**src/rtl/reg_sel_pkg.sv**
```systemverilog
// Shared types and helpers for the register write-select sequencer.
// The stall feature is controlled by the REG_SEL_STALL_EN macro, which is used in reg_sel_sequencer.sv.
package reg_sel_pkg;

    typedef enum logic {
        IDLE = 1'b0,
        RUN  = 1'b1
    } state_t;

    // The helper works at this maximum width. Callers truncate the result to their own register count.
    localparam int MAX_ADDR_W = 8;
    localparam int MAX_REGS   = 2 ** MAX_ADDR_W;

    function automatic logic [MAX_REGS-1:0] bin_to_onehot(input logic [MAX_ADDR_W-1:0] idx);
        logic [MAX_REGS-1:0] vec;
        vec      = '0;
        vec[idx] = 1'b1;
        return vec;
    endfunction

endpackage

```
**src/rtl/bin_onehot_decoder.sv**
```systemverilog
// Combinational binary-to-one-hot decoder.
// Its output feeds the registered write-enable bus.
module bin_onehot_decoder
    import reg_sel_pkg::*;
#(
    parameter int ADDR_W = 3
) (
    input  logic [ADDR_W-1:0]      addr,
    output logic [2**ADDR_W-1:0]   onehot
);

    localparam int OUT_W = 2 ** ADDR_W;

    assign onehot = OUT_W'(bin_to_onehot(MAX_ADDR_W'(addr)));

endmodule

```
**src/rtl/reg_sel_sequencer.sv**
```systemverilog
// Drives one registered one-hot write enable per cycle across consecutive registers, wrapping modulo NUM_REGS.
// Defining REG_SEL_STALL_EN adds a stall input that pauses a burst in progress.
module reg_sel_sequencer
    import reg_sel_pkg::*;
#(
    parameter int ADDR_W   = 3,
    parameter int NUM_REGS = 2 ** ADDR_W
) (
    input  logic                clk,
    input  logic                rst_n,
    input  logic                start,
    input  logic [ADDR_W-1:0]   base_addr,
    input  logic [ADDR_W:0]     count,
`ifdef REG_SEL_STALL_EN
    input  logic                stall,
`endif
    output logic [NUM_REGS-1:0] r_sig,
    output logic [ADDR_W-1:0]   cur_addr,
    output logic                busy,
    output logic                done
);

    localparam logic [ADDR_W:0]   NUM_REGS_C = (ADDR_W + 1)'(NUM_REGS);
    localparam logic [ADDR_W:0]   REMAIN_ONE = (ADDR_W + 1)'(1);
    localparam logic [ADDR_W-1:0] LAST_ADDR  = ADDR_W'(NUM_REGS - 1);
    localparam logic [ADDR_W-1:0] ADDR_ONE   = ADDR_W'(1);

    state_t                state_reg, state_next;
    logic [ADDR_W-1:0]     addr_reg, addr_next;
    logic [ADDR_W:0]       remain_reg, remain_next;
    logic [NUM_REGS-1:0]   r_sig_reg, r_sig_next;
    logic [ADDR_W-1:0]     cur_addr_reg, cur_addr_next;
    logic                  busy_reg, busy_next;
    logic                  done_reg, done_next;
    logic                  stall_active;
    logic [2**ADDR_W-1:0]  addr_onehot;

`ifdef REG_SEL_STALL_EN
    assign stall_active = stall;
`else
    assign stall_active = 1'b0;
`endif

    bin_onehot_decoder #(
        .ADDR_W (ADDR_W)
    ) u_decoder (
        .addr   (addr_reg),
        .onehot (addr_onehot)
    );

    // Outputs are computed from the current state and registered, so each beat lags the FSM by one cycle.
    always_comb begin
        state_next    = state_reg;
        addr_next     = addr_reg;
        remain_next   = remain_reg;
        r_sig_next    = '0;
        cur_addr_next = '0;
        busy_next     = 1'b0;
        done_next     = 1'b0;

        case (state_reg)
            IDLE: begin
                if (start) begin
                    if (count == '0) begin
                        done_next = 1'b1;
                    end else begin
                        addr_next   = base_addr;
                        remain_next = (count > NUM_REGS_C) ? NUM_REGS_C : count;
                        state_next  = RUN;
                    end
                end
            end
            RUN: begin
                busy_next = 1'b1;
                if (!stall_active) begin
                    r_sig_next    = addr_onehot[NUM_REGS-1:0];
                    cur_addr_next = addr_reg;
                    addr_next     = (addr_reg == LAST_ADDR) ? '0 : addr_reg + ADDR_ONE;
                    remain_next   = remain_reg - REMAIN_ONE;
                    if (remain_reg == REMAIN_ONE) begin
                        done_next  = 1'b1;
                        state_next = IDLE;
                    end
                end
            end
            default: state_next = IDLE;
        endcase
    end

    always_ff @(posedge clk or negedge rst_n) begin
        if (!rst_n) begin
            state_reg    <= IDLE;
            addr_reg     <= '0;
            remain_reg   <= '0;
            r_sig_reg    <= '0;
            cur_addr_reg <= '0;
            busy_reg     <= 1'b0;
            done_reg     <= 1'b0;
        end else begin
            state_reg    <= state_next;
            addr_reg     <= addr_next;
            remain_reg   <= remain_next;
            r_sig_reg    <= r_sig_next;
            cur_addr_reg <= cur_addr_next;
            busy_reg     <= busy_next;
            done_reg     <= done_next;
        end
    end

    assign r_sig    = r_sig_reg;
    assign cur_addr = cur_addr_reg;
    assign busy     = busy_reg;
    assign done     = done_reg;

endmodule
```
**config.mk**
```make
export PLATFORM = sky130hd
export DESIGN_NAME = reg_sel_sequencer
export DESIGN_NICKNAME = d
export VERILOG_FILES = /design/src/rtl/reg_sel_pkg.sv /design/src/rtl/bin_onehot_decoder.sv /design/src/rtl/reg_sel_sequencer.sv
export SDC_FILE = /design/constraint.sdc
export NUM_CORES = 1
export LEC_CHECK = 0
export ABC_AREA = 1
export CAP_MARGIN = 15
export CORE_MARGIN = 2
export CORE_UTILIZATION = 45
export CTS_CLUSTER_SIZE = 16
export DETAILED_ROUTE_END_ITERATION = 6
export GPL_ROUTABILITY_DRIVEN = 0
export MAX_ROUTING_LAYER = met4
export PLACE_DENSITY = 0.74
export SLEW_MARGIN = 25
export SYNTH_ARGS = -nofsm -noshare
export SYNTH_HDL_FRONTEND = slang
export SYNTH_SLANG_ARGS = --single-unit
export TNS_END_PERCENT = 1
```
**constraint.sdc**
```tcl
create_clock -name clk -period 3.65 [get_ports clk]
set_input_delay 0.365 -clock clk [delete_from_list [all_inputs] [get_ports clk]]
set_output_delay 0.365 -clock clk [all_outputs]
set_load 0.02 [all_outputs]
```
* After elaboration in Yosys (flattened, before gate mapping)
Index checks and enable logic that the tools add are counted.
** Storage, ports and cells
- Register bits after elaboration :: 21
- Output and inout port bits :: 13
- Logic and storage cells :: 41
** Cells by class
- $add $sub $neg :: 2
- $lt $le $gt $ge :: 3
- Equal/unequal tests :: 4
- Mux-type cells :: 21
- Bitwise operators :: 1
- Reduce and logical (&&, ||, !) cells :: 3
** Operator list (count)
- $mux 3 :: 4
- $mux 4 :: 3
- $lt 3x9->1 const B :: 1
- $mux 1 :: 8
- $mux 8 :: 1
- $pmux 4 s2 :: 1
- $pmux 3 s2 :: 1
- $eq 4x1->1 const B :: 1
- $gt 4x4->1 const B :: 1
- $logic_not 4->1 :: 1
- $ne 2x2->1 const B :: 2
- $pmux 1 s2 :: 2
- $sub 4x1->4 const B :: 1
- $add 3x1->3 const B :: 1
- $demux 1 s3 :: 1
- $eq 3x3->1 const B :: 1
- $ge 3x1->1 const B :: 1
- $reduce_and 2->1 :: 1
- $logic_and 1x1->1 :: 1
- $not 1->1 :: 1

* Depth between registers and ports, before layout
Gate-level depths: netlist (run 1).
- Word-level depth :: 5
- Mapped depth :: 8
- Mapped depth without buffers :: 8

* By module
From an unflattened synthesis (run 1), not the netlist that was laid out.
** Second synthesis, totals
- Cell total of the unflattened synthesis :: 128
- Area, all modules :: 1034.7 sq um
** By module, submodules not included
- reg_sel_sequencer :: instances 1, cells an instance 113, area each 978.4 sq um
- bin_onehot_decoder :: instances 1, cells an instance 15, area each 56.3 sq um

* Worst setup path after synthesis (run 1)
No wires, ideal clock.
- Kind :: flip-flop to flip-flop
- Start point :: reg addr_reg[1]
- End point :: reg addr_reg[2]
- Arrival :: 1.037 ns
- Slack :: 2.497 ns
- Cell stages (with the launch flop) :: 7
- Clock period less this slack :: 1.153 ns
- Path through :: dfrtp_1 ha_1 ha_1 nand2_1 nand2_1 nand2_1 nand2_1
** On the way
- Word-level cells in the longest chain between the ends :: 3
- Elaborated cells on any way between the ends :: 4
- Those cells by class :: 1 x add/sub; 1 x eq/ne; 2 x mux
** RTL lines
- from (decl) :: RTL line reg_sel_sequencer.sv:29 : logic [ADDR_W-1:0] addr_reg, addr_next;
- from (signal assigned) :: RTL line reg_sel_sequencer.sv:101 : addr_reg <= addr_next;
- $add 3x1->3 or $eq 3x3->1 (tied branches) :: RTL line reg_sel_sequencer.sv:78 : addr_next = (addr_reg == LAST_ADDR) ? '0 : addr_reg + ADDR_ONE;
- $mux 3 * :: RTL line reg_sel_sequencer.sv:78
- $pmux 3 s2 * :: RTL line reg_sel_sequencer.sv:61 : case (state_reg)
Every way passes the cells marked *; elsewhere a longest branch is shown, timed or not.
A chain may end at the register's enable or synchronous reset.

* Worst setup path after layout (run 1)
- Start point :: reg cur_addr_reg[1] (netlist: cur_addr[1])
- End point :: out cur_addr[1]
** RTL lines
- from (decl) :: RTL line reg_sel_sequencer.sv:32 : logic [ADDR_W-1:0] cur_addr_reg, cur_addr_next;
- from (signal assigned) :: RTL line reg_sel_sequencer.sv:104 : cur_addr_reg <= cur_addr_next;
- to (decl) :: RTL line reg_sel_sequencer.sv:18 : output logic [ADDR_W-1:0] cur_addr,
No word-level cell between the ends.

==> results of run 1 <==
-- path summary, 6_finish.rpt --
kind                            cells past startpoint             to
worst max-delay path                                1    cur_addr[1]
worst min register to register                      2  remain_reg[3]
worst max register to register                      6    addr_reg[2]
max in group asynchronous                           1       r_sig[2]
min in group clk                                    2  remain_reg[3]
worst min-delay path                                1  remain_reg[3]
-- cell type report --
cell class | instances | share of cell area [%]
Sequential cell | 21 | 43.7
Clock buffer | 4 | 2.19
Multi-Input combinational cell | 72 | 28.7
Timing Repair Buffer | 22 | 18.3
Tap cell | 27 | 2.81
Inverter | 13 | 4.27
-- where the power goes --
group | internal [mW] | switching, mW
clock network | 0.0425 | 0.0632
registers | 0.333 | 0.0730
logic | 0.207 | 0.267
-- cell usage in the layout, fill, tap and decap left out --
cell,instances
nand2_4,1
nand2_2,1
clkbuf_4,3
clkbuf_1,1
ha_1,4
nand3_1,16
inv_1,12
o22ai_1,1
dfrtp_1,21
nor2_1,11
o21ai_1,3
o21a_1,1
inv_4,1
clkdlybuf4s50_1,22
nand2_1,34
-- stage by stage --
step	hold WS, ns	total power, mW	instance area, sq um	util, %
2_1_floorplan	0.0694	0.711	952	-
5_1_grt	0.609	1.07	1200	60.7
3_5_place_dp	0.553	0.888	1180	59.3
3_3_place_gp	0.543	0.873	1180	59.3
6_report	0.552	0.985	1200	60.7
4_1_cts	0.580	0.991	1200	60.7
-- cells in the mapped netlist (all sizes together) --
master | number | area share (%)
nand2 | 36 | 15
dfrtp | 21 | 55
nand3 | 16 | 8.4
inv | 13 | 5.4
nor2 | 11 | 4.3
ha | 4 | 5.3
buf | 3 | 3.2
o21ai | 3 | 1.6
o21a | 1 | 0.79
o22ai | 1 | 0.66
-- per-layer routing --
layer	GRT usage [%]	routed length, um	vias up
met2	21.7	745	25
met3	2.73	90	2
met5	-	0	-
li1	-	-	389
met4	6.94	12	0
met1	22.0	768	336
-- kinds of logic after synthesis --
kind of cell / count (synthesis)
adder cells (fa/ha/maj): 4
buffers and inverters: 16
AND/OR/NAND/NOR: 63
AO/OA/AOI/OAI: 5
flip-flops: 21
==> flow_summary.toml, run 1 <==
[status]
status = "completed"

[critical_path]
critPathTopFamily = "buffers and inverters"
reg2reg_slack_ns = 2.39
cp_slowest_cell = "clkdlybuf4s50_1"
crit_type = "flip-flop to primary output"
arrival_ns = 1.24
crit_path_start_kind = "flip-flop"
cp_data_required_time_ns = 3.28
crit_buf_inv = 1
cp_max_fo = 1
cp-end-kind = "primary output"
setup.worst_path.start = "cur_addr[1]"
worstPathCellList = "clkdlybuf4s50_1"
max_stage_delay_ns = 0.60
reg2reg_from = "addr_reg[1]"

[synth]
seq_area_frac_synth_pct = 55.2
synthXorXnorAreaFrac_pct = 0
synth.distinct_cells = 14
synth_fp_nets = 123
ys_seq_elements = 21
yosys.area_share.simple_pct = 28.0
synth_compound_area_share_pct = 3.02
syn_area_per_cell_sq_um = 8.74
syn_area_sq_um = 952
synth_fa_ha_area_share_pct = 5.26
synth_warnings = 0
muxShareOfSynthArea_pct = 0
synth_cells = 109
synth_top_family_by_area = "simple AND/OR/NAND/NOR gates"

[floorplan]
die_area_sq_um = 2500
ios = 23
die_h_um = 50
num_rows = 16
core_sq_um = 1980
start_util_pct = 48.0
die_w_um = 50

[grt]
grt_usage_pct = 15.6
grt_start_max_net_pins = 22
grt-ovfl-total = 0
grt_pass1_wl_mm = 2.86
antenna_found_initial = 0
first_global_vias = 644

[routing]
antenna_left = 0
wirelength_mm = 1.62
drt_iter0_drc = 9
vias = 752
drc_errors = 0
vias_per_cell = 4.73
firstDrtPassIters = 5
wl_per_cell_um = 10.2

[final_layout]
num-fill-cells = 168
nets = 147
seq_area_sq_um = 526
area_growth_pct = 26.3
largest_reg_flops = 8
drive_gt1_share_pct = 4.55
multi_input_area_sq_um = 345
antenna_cells = 0
final_cells = 159

[clocking]
post-cts-setup-buffers = 0
h-tree-depth = 1
insertion_delay_ns = 0.29
cts_num_sinks = 21
clockBufferDepth = 2
cts_resized = 0
cts_tree = "built"
ctsHoldBuffers = 0
numCtsBuffers = 3
clkTransAtPathRegs_ns = 0.11
cts_root_buffer = "clkbuf_4"

[sta]
fin_crit_sh_pct = 44.1
slew_headroom_pct = 42.9
drv_slew = 0
worst_slew_pin_slew_ns = 0.854
max_freq_mhz = 621
clock_skew_ns = 0.000664
min_period_ns = 1.61
finalHoldViolCount = 0
rsz0062_at_grt = "false"
final.setup.worst_slack_ns = 2.04
tns_ns = 0
finalSetupViolations = 0

[power_and_ir_drop]
power_leakage_nw = 0.619
power.density_nw_per_um2 = 820
ir_worst_vdd_v = 0.000386

[run]
drv_cap = 0

[placement]
post-dp-hpwl_mm = 1.24
dpl.cell_count = 155
detailedPlace.worstSlack_ns = 2.15
portBuffers = 22

[min_path]
min_path_type = "input port to async pin"
No activity file was read; power rests on OpenSTA's default activity.
==> run 2: changes to the inputs <==
==> constraint.sdc (replaced) <==
create_clock -name clk -period 1.5 [get_ports clk]
set_input_delay 0.15 -clock clk [delete_from_list [all_inputs] [get_ports clk]]
set_output_delay 0.15 -clock clk [all_outputs]
set_load 0.02 [all_outputs]
==> run 2 against run 1 <==
Effect of this change: clock power up 140%; sequential share of layout area down 0.27 points; largest cell class unchanged; clock skew up 0.0017 ns; sequential power up 140%.
==> flow_summary.toml, run 2 (synthesis results as in run 1) <==
[critical_path]
cp_slowest_cell = "clkdlybuf4s50_1"
worstPathCellList = "clkdlybuf4s50_1"
arrival_ns = 1.23
max_stage_delay_ns = 0.60
crit_buf_inv = 1
cp-end-kind = "primary output"
crit_path_start_kind = "flip-flop"
critPathTopFamily = "buffers and inverters"
cp_max_fo = 1
cp_data_required_time_ns = 1.35
reg2reg_slack_ns = 0.21
crit_type = "flip-flop to primary output"

[floorplan]
die_area_sq_um = 2500
die_w_um = 50
core_sq_um = 1980
start_util_pct = 48.0
ios = 23
die_h_um = 50
num_rows = 16

[final_layout]
nets = 148
largest_reg_flops = 8
final_cells = 160
drive_gt1_share_pct = 5.26
antenna_cells = 0
area_growth_pct = 27.1
seq_area_sq_um = 526
num-fill-cells = 174
final_util_pct = 61.0
final_cell_mix = "nand2_1, clkdlybuf4s50_1, dfrtp_1, nand3_1, inv_1"
multi_input_area_sq_um = 345
layout_commonest_cell = "nand2_1"

[power_and_ir_drop]
finalPower_mw = 2.41
power.density_nw_per_um2 = 1990
power_leakage_nw = 0.623
ir_worst_vdd_v = 0.000877

[clocking]
post-cts-setup-buffers = 0
cts_num_sinks = 21
clockBufferDepth = 2
cts_resized = 0
cts_root_buffer = "clkbuf_4"
h-tree-depth = 1
insertion_delay_ns = 0.29
ctsHoldBuffers = 0
clkTransAtPathRegs_ns = 0.10
cts_tree = "built"
numCtsBuffers = 3

[routing]
wirelength_mm = 1.63
vias_per_cell = 4.88
firstDrtPassIters = 4
vias = 780
drt_iter0_drc = 14
drc_errors = 0
wl_per_cell_um = 10.2
antenna_left = 0

[sta]
finalHoldViolCount = 0
min_period_ns = 1.38
tns_ns = 0
slew_headroom_pct = 76.0
rsz0062_at_grt = "false"
fin_crit_sh_pct = 92.0
max_freq_mhz = 725
drv_slew = 0
clock_skew_ns = 0.00232
worst_slew_pin_slew_ns = 0.360
finalSetupViolations = 0
final.setup.worst_slack_ns = 0.120

[grt]
antenna_found_initial = 0
grt-ovfl-total = 0
grt_pass1_wl_mm = 2.87
grt_usage_pct = 15.6
grt_start_max_net_pins = 22
first_global_vias = 673

[placement]
post-dp-hpwl_mm = 1.24
portBuffers = 22
detailedPlace.worstSlack_ns = 0.209
dpl.cell_count = 156

[run]
drv_cap = 0

[min_path]
min_path_type = "input port to async pin"

[status]
status = "completed"
-- run 2: stage by stage --
stage | area [sq um] | hold WS, ns
floorplan | 952 | -0.146
global route | 1210 | 0.187
global placement | 1180 | 0.510
CTS | 1210 | 0.189
detailed placement | 1180 | 0.504
finish | 1210 | 0.188
-- run 2: cell type report --
| class | count | share of cell area [%] |
|---|---|---|
| Clock buffer | 4 | 2.17 |
| Multi-Input combinational cell | 72 | 28.5 |
| Tap cell | 27 | 2.79 |
| Timing Repair Buffer | 23 | 18.8 |
| Sequential cell | 21 | 43.4 |
| Inverter | 13 | 4.24 |
-- run 2: worst paths after layout --
path / from / to / cells past startpoint
worst min register to register: remain_reg[1] / remain_reg[1] / 2
worst max-delay path: r_sig[3] / r_sig[3] / 1
max in group asynchronous: rst_n / remain_reg[1] / 2
worst max register to register: addr_reg[1] / addr_reg[2] / 6
min in group clk: base_addr[2] / addr_reg[2] / 5
worst min-delay path: rst_n / r_sig[4] / 2
-- run 2: metal layers --
layer  global-route usage (%)  wire length (um)  vias to the layer above
met1                     20.7               745                      354
li1                         -                 -                      390
met2                     23.2               763                       32
met5                        -                 0                        -
met4                     6.94                17                        0
met3                     2.73               103                        4
-- run 2: report_power, final --
| part | leakage, nW | switching [mW] | internal, mW |
|---|---|---|---|
| sequential | 0.261 | 0.178 | 0.809 |
| clock | 0.0150 | 0.151 | 0.103 |
| combinational | 0.348 | 0.662 | 0.507 |
| total | 0.623 | 0.990 | 1.42 |
